<file path="src/rtl/shift_seq_if.sv">
// Start/busy/done handshake and operand/result bus of the multi-cycle shift sequencer.
interface shift_seq_if #(
  parameter int WIDTH = 32,
  parameter int SHW   = 5
);
  logic             start;
  logic [1:0]       op;
  logic [SHW-1:0]   shamt;
  logic [WIDTH-1:0] data_in;
  logic             flush;
  logic             busy;
  logic             done;
  logic [WIDTH-1:0] result;

  modport master (
    output start, op, shamt, data_in, flush,
    input  busy, done, result
  );

  modport slave (
    input  start, op, shamt, data_in, flush,
    output busy, done, result
  );
endinterface

</file>
<file path="src/rtl/shift_seq_ctrl.sv">
// Multi-cycle SLL/SRL/SRA sequencer: shift-by-2 per cycle plus one shift-by-1 for an odd amount.
// Define SHIFT_ROTATE_EN to make op=11 a rotate-right; otherwise op=11 behaves as SLL.
module shift_seq_ctrl #(
  parameter int WIDTH = 32,
  parameter int SHW   = 5
) (
  input  logic        clk,
  input  logic        reset_n,
  shift_seq_if.slave  bus
);

  typedef enum logic [1:0] {
    ST_IDLE  = 2'd0,
    ST_SHIFT = 2'd1,
    ST_DONE  = 2'd2
  } state_e;

  state_e           state_q, state_d;
  logic [WIDTH-1:0] acc_q, acc_d;
  logic [SHW-1:0]   rem_q, rem_d;
  logic [1:0]       op_q, op_d;
  logic [WIDTH-1:0] result_q, result_d;

  // One step of the iterated shifter; by2 selects a 2-bit step, else a 1-bit step.
  function automatic logic [WIDTH-1:0] shift_step(input logic [WIDTH-1:0] a,
                                                  input logic [1:0] o,
                                                  input logic by2);
    logic [WIDTH-1:0] r;
    r = a;
    case (o)
      2'b01:   r = by2 ? {2'b00, a[WIDTH-1:2]} : {1'b0, a[WIDTH-1:1]};
      2'b10:   r = by2 ? {{2{a[WIDTH-1]}}, a[WIDTH-1:2]} : {a[WIDTH-1], a[WIDTH-1:1]};
`ifdef SHIFT_ROTATE_EN
      2'b11:   r = by2 ? {a[1:0], a[WIDTH-1:2]} : {a[0], a[WIDTH-1:1]};
`endif
      default: r = by2 ? {a[WIDTH-3:0], 2'b00} : {a[WIDTH-2:0], 1'b0};
    endcase
    return r;
  endfunction

  // State and datapath registers.
  always_ff @(posedge clk or negedge reset_n) begin
    if (!reset_n) begin
      state_q  <= ST_IDLE;
      acc_q    <= '0;
      rem_q    <= '0;
      op_q     <= 2'b00;
      result_q <= '0;
    end else begin
      state_q  <= state_d;
      acc_q    <= acc_d;
      rem_q    <= rem_d;
      op_q     <= op_d;
      result_q <= result_d;
    end
  end

  // Next-state and datapath update; flush overrides everything but reset.
  always_comb begin
    state_d  = state_q;
    acc_d    = acc_q;
    rem_d    = rem_q;
    op_d     = op_q;
    result_d = result_q;
    if (bus.flush) begin
      state_d = ST_IDLE;
    end else begin
      case (state_q)
        ST_IDLE: begin
          if (bus.start) begin
            acc_d   = bus.data_in;
            rem_d   = bus.shamt;
            op_d    = bus.op;
            state_d = (bus.shamt != {SHW{1'b0}}) ? ST_SHIFT : ST_DONE;
          end else begin
            state_d = ST_IDLE;
          end
        end
        ST_SHIFT: begin
          if (rem_q >= SHW'(2)) begin
            acc_d   = shift_step(acc_q, op_q, 1'b1);
            rem_d   = rem_q - SHW'(2);
            state_d = (rem_q == SHW'(2)) ? ST_DONE : ST_SHIFT;
          end else if (rem_q == SHW'(1)) begin
            acc_d   = shift_step(acc_q, op_q, 1'b0);
            rem_d   = '0;
            state_d = ST_DONE;
          end else begin
            state_d = ST_DONE;
          end
        end
        ST_DONE: begin
          result_d = acc_q;
          state_d  = ST_IDLE;
        end
        default: begin
          state_d = ST_IDLE;
        end
      endcase
    end
  end

  // The finished value bypasses result_q during the done cycle so it is valid alongside done.
  assign bus.busy   = (state_q != ST_IDLE);
  assign bus.done   = (state_q == ST_DONE) && !bus.flush;
  assign bus.result = bus.done ? acc_q : result_q;

endmodule
</file>
<file path="src/flat_wrapper.sv">
// flat-port wrapper written by rule: the top's interface ports become plain ports
module shift_seq_ctrl_flat 
#(
  parameter int WIDTH = 32,
  parameter int SHW   = 5
)
  (clk, reset_n, bus_start, bus_op, bus_shamt, bus_data_in, bus_flush, bus_busy, bus_done, bus_result);
  shift_seq_if #(.WIDTH(WIDTH), .SHW(SHW)) bus_i ();
  input  logic clk;
  input  logic reset_n;
  input wire logic [$bits(bus_i.start)-1:0] bus_start;
  input wire logic [$bits(bus_i.op)-1:0] bus_op;
  input wire logic [$bits(bus_i.shamt)-1:0] bus_shamt;
  input wire logic [$bits(bus_i.data_in)-1:0] bus_data_in;
  input wire logic [$bits(bus_i.flush)-1:0] bus_flush;
  output wire logic [$bits(bus_i.busy)-1:0] bus_busy;
  output wire logic [$bits(bus_i.done)-1:0] bus_done;
  output wire logic [$bits(bus_i.result)-1:0] bus_result;
  assign bus_i.start = bus_start;
  assign bus_i.op = bus_op;
  assign bus_i.shamt = bus_shamt;
  assign bus_i.data_in = bus_data_in;
  assign bus_i.flush = bus_flush;
  assign bus_busy = bus_i.busy;
  assign bus_done = bus_i.done;
  assign bus_result = bus_i.result;
  shift_seq_ctrl #(.WIDTH(WIDTH), .SHW(SHW)) u_core (.clk(clk), .reset_n(reset_n), .bus(bus_i));
endmodule
</file>
<file path="config.mk">
export PLATFORM = sky130hd
export DESIGN_NAME = shift_seq_ctrl_flat
export DESIGN_NICKNAME = d
export VERILOG_FILES = /design/src/rtl/shift_seq_if.sv /design/src/rtl/shift_seq_ctrl.sv /design/src/flat_wrapper.sv
export SDC_FILE = /design/constraint.sdc
export NUM_CORES = 1
export LEC_CHECK = 0
export ABC_AREA = 1
export CORE_MARGIN = 2
export CORE_UTILIZATION = 35
export DETAILED_ROUTE_END_ITERATION = 6
export PLACE_DENSITY = 0.58
export SYNTH_ARGS = -nofsm -noshare
export SYNTH_HDL_FRONTEND = slang
export SYNTH_SLANG_ARGS = --single-unit
</file>
<file path="constraint.sdc">
create_clock -name clk -period 4.8 [get_ports clk]
set_input_delay 0.72 -clock clk [delete_from_list [all_inputs] [get_ports clk]]
set_output_delay 0.72 -clock clk [all_outputs]
set_load 0.005 [all_outputs]
</file>
Yosys cells after proc, flatten, opt, wreduce, memory -nomap -nowiden:

Index checks and enable logic that the tools add are counted.

* memory bits (writable): 0
* bits in registers: 73
* logic and storage cells: 46
* memories: 0
* memory bits (read-only): 0
* bits in latches: 0

* shift operators: 0
* div/mod/pow operators: 0
* reductions and logical operators: 10
* add/sub/neg operators: 1
* eq/ne operators: 10
* $mul: 0
* mux-type cells: 17
* magnitude comparators: 1
* bitwise gates (word level): 1

Operator list (count)
* $pmux W32 S2: 3
* $mux W32: 4
* $mux W5: 3
* $mux W2: 5
* $pmux W5 S2: 1
* $ne A3 B3 Y1 const B: 2
* $reduce_and A6 Y1: 1
* $eq A5 B1 Y1 const B: 1
* $eq A5 B2 Y1 const B: 1
* $ge A5 B2 Y1 const B: 1
* $reduce_bool A5 Y1: 1
* $sub A5 B2 Y5 const B: 1
* $eq A2 B1 Y1 const B: 2
* $eq A2 B2 Y1 const B: 2
* $pmux W2 S2: 1
* $reduce_and A4 Y1: 1
* $reduce_bool A2 Y1: 2
* $ne A3 B1 Y1 const B: 1
* $reduce_and A3 Y1: 1
* $logic_not A2 Y1: 1
* $ne A2 B2 Y1 const B: 1
* $reduce_and A2 Y1: 1
* $logic_and A1 B1 Y1: 1
* $logic_not A1 Y1: 1
* $not A1 Y1: 1

Depth between registers and ports, before layout:

* depth after elaboration: 5
* depth in mapped cells: 12

Worst setup path after synthesis:

Ideal clock, no wire load.

* path type: input-to-output
* start: input bus_flush
* end: output bus_result[10]
* arrival: 1.434 ns
* stages: 5
* path buffers: 1
* path slack: 2.646 ns
* cells stage by stage: nor3_2 inv_2 clkbuf_1 nand2_1 nand2_1

* cells in the longest elaborated chain, start to end: 3

RTL lines
* start: declaration: RTL line flat_wrapper.sv:15 `input wire logic [$bits(bus_i.flush)-1:0] bus_flush;`
* $logic_not A1 Y1: RTL line shift_seq_ctrl.sv:105 `assign bus.done = (state_q == ST_DONE) && !bus.flush;`
* $logic_and A1 B1 Y1: RTL line shift_seq_ctrl.sv:105
* $mux W32: RTL line shift_seq_ctrl.sv:106 `assign bus.result = bus.done ? acc_q : result_q;`
* end: declaration: RTL line flat_wrapper.sv:18 `output wire logic [$bits(bus_i.result)-1:0] bus_result;`

Every way passes these cells.

Worst setup path in the final report:

* start: input bus_flush
* end: output bus_result[13]

The elaborated chain is that of the path after synthesis.

==> flow_metrics.tcl <==
set metrics [dict create \
    clock_latency_ps 350 \
    result_of_the_run "complete, no violations" \
    cts_setup_buffers 0 \
    setup.worst_path.end_class "output port" \
    ant_nets 0 \
    rows 43 \
    floorplan.die.height_um 123 \
    vdd_ir_drop_max_mv 0.222 \
    post_cts_resized 0 \
    grt.overflow.total 0 \
    yosysWarningCount 0 \
    sum_of_routed_wire_segments_on_met1_um 6530 \
    timing.setup.tns_ps 0 \
    grt_setup_unrepaired "no" \
    grt_pass1_wl_um 23400 \
    placeableCoreArea_um2 13800 \
    cts.clk_slew.worst_paths_ps 60 \
    maxSlewViolCount 0 \
    syn_inst 820 \
    n_fill_cell 1501 \
    x_dimension_of_the_die_um 123 \
    max_freq_mhz 275 \
    cellLeakagePower_nw 3.28 \
    post-dp-hpwl_um 8560 \
    cts_root_buffer "clkbuf_16" \
    synth.avg_cell_area_um2 6.04 \
    power-per-cell-area_nw_per_um2 649 \
    switching_share_pct 47.3 \
    critPathMaxFanout 34 \
    final_net_count 915 \
    max-clock-path-buffers 2 \
    place_congestion 0.831 \
    timing.hold.worst.class "reg -> reg" \
    final_layout_size_suffix_gt1_share_pct 4.35 \
    final.setup_skew_ps 4.62 \
    p_clk_share_pct 16.0 \
    distinct_cell_type_count_of_the_synthesized_netlist 27 \
    post_cts_hold_buffers 0 \
    power.net_switching_w 0.00184 \
    pwr-share-comb_pct 55.0 \
    start_util_pct 35.8 \
    avgRoutedWirePerCell_um 13.1 \
    tritoncts.num_buffers 9 \
    postRouteWirelength_um 13800 \
    kind_of_start_point_of_the_critical_path "input pin" \
    grt_pass1_vias 4713 \
    fin_util_pct 43.3 \
    maxSlewHeadroom_pct 33.7 \
    drtPass1Iterations 5 \
    fin_crit_sh_pct 75.7 \
    post-place-ws_ps 1130 \
    actual_slew_at_the_worst_max_slew_pin_ps 994 \
    mappedNetlistNets 866 \
    path_type_of_the_worst_setup_path "in -> out" \
    cp_data_arrival_time_ps 2910 \
    seq_area_um2 1830 \
    area_delta_synth_final_pct 20.8 \
    count_of_input_and_output_buffers 76 \
    vias 4894 \
    ios 77 \
    internal_power_w 0.00205 \
    dr.first_iter.drc_count 312 \
    per_cell_via_count_in_the_routed_design 4.65 \
    finalHoldViolations 0 \
    share_seq_of_total_power_pct 29.0 \
    period_minus_slack_ps 3630 \
    post-route-drc-count 0 \
    maxCapViolations 0 \
    grt_max_degree 74 \
    insertedDiodeCount 0 \
    synth.cell_area_um2 4950 \
    worst-endpoint-required_ps 4080 \
    setup_viol 0 \
    finalPower_w 0.00388 \
    multiInputGateArea_um2 2670 \
    synth-seq-area-share_pct 36.9 \
    fin_ws_ps 1170 \
    max_layer_used "met4" \
    synth_seq_cells 73 \
    grt_usage_pct 19.8 \
    cts_tree "yes" \
    antenna_found_initial 0 \
    met2WireLength_um 6300 \
    wl_met3_um 781 \
    cts_htree_levels 3 \
    design.die.area_um2 15100 \
    tritoncts_num_sinks 73 \
]
registers in the layout, summed over array words and instances, names as in the netlist:
name / count
u_core.rem_q: 5
u_core.op_q: 2
u_core.result_q: 32
u_core.state_q: 2
u_core.acc_q: 32
per-stage QoR:
| step | instance area, µm² | std cells | hold slack, ps |
|---|---|---|---|
| after detailed placement | 5720 | 1038 | 456 |
| after floorplan | 4950 | 820 | 424 |
| final | 5980 | 1053 | 462 |
| after global routing | 5980 | 1053 | 489 |
| after CTS | 5980 | 1053 | 468 |
| after global placement | 5720 | 1038 | 451 |
kinds of logic (layout without fill, tap and decap cells):
logic type	count (synthesis)	count (layout)	share of synthesized area, %
AND/OR/NAND/NOR	608	608	48.8
buffers and inverters	94	147	9.25
flip-flops	73	73	36.9
AO/OA/AOI/OAI	42	42	4.35
adder cells (fa/ha/maj)	3	3	0.758
worst max-delay path, cell delays in order:
cell and delay [ps]:
clkdlybuf4s50_1 610, nor3_4 60, buf_4 260, inv_2 500, nand2_1 110, nand2_1 120
clkdlybuf4s50_1 500
cell usage after synthesis:
cell type	n	area share, %
nor3_2	1	0.20
nor3_1	1	0.10
a21oi_1	30	3.0
nand2b_1	1	0.13
nand2_1	398	30
o22ai_1	2	0.25
nand3_1	39	3.9
nor2_4	3	0.68
o21ai_1	3	0.30
nand2_4	1	0.23
dfrtp_1	73	37
buf_4	9	1.4
clkbuf_1	10	0.76
nand2_2	2	0.25
nand4_4	1	0.43
inv_1	44	3.3
buf_6	6	1.4
nor2_2	2	0.25
nand3_4	1	0.35
nor4_1	1	0.13
ha_1	3	0.76
o21ai_0	6	0.61
o21a_1	1	0.15
buf_2	19	1.9
nor2_1	157	12
inv_4	1	0.13
inv_2	5	0.38
layout by cell type (no fill, tap or decap), types with 4 or more instances in the layout:
cell	n
inv_2	5
buf_4	7
dfrtp_1	73
clkinv_2	4
clkbuf_16	9
nor2_1	157
clkdlybuf4s50_1	75
o21ai_0	6
inv_1	44
nand3_1	39
nand2_1	398
a21oi_1	30
layer usage:
metal / GRT usage [%] / vias to the layer above
met3: 4.61 / 14
met4: 6.11 / 0
met1: 26.2 / 2176
li1: - / 2584
met2: 32.0 / 120
met5: 0 / -
power groups by stage:
stage | Combinational (W) | Sequential [W] | Clock [W]
finish | 0.00213 | 0.00113 | 0.000622
global placement | 0.00212 | 0.00113 | 0
detailed placement | 0.00213 | 0.00113 | 0
CTS | 0.00215 | 0.00113 | 0.000641
floorplan | 0.00166 | 0.00106 | 0
global route | 0.00249 | 0.00117 | 0.000668
final timing paths:
check | start | to | slack [ps] | depth (start not counted)
setup / recovery | bus_flush | bus_result[13] | 1170 | 7
hold reg to reg | u_core.result_q[28] | u_core.result_q[28] | 460 | 2
max in group asynchronous | reset_n | u_core.result_q[27] | 3610 | 1
setup reg to reg | u_core.rem_q[1] | u_core.acc_q[28] | 2380 | 9
hold / removal | u_core.result_q[28] | u_core.result_q[28] | 460 | 2
min in group asynchronous | reset_n | u_core.result_q[10] | 540 | 1
final cells by class:
class / instances / share of cell area [%]
Clock buffer: 11 / 4.06
Clock inverter: 4 / 0.335
Multi-Input combinational cell: 653 / 44.7
Timing Repair Buffer: 82 / 13.4
Tap cell: 180 / 3.76
Inverter: 50 / 3.18
Sequential cell: 73 / 30.5
Note: power is estimated with default switching activity, not from simulation.
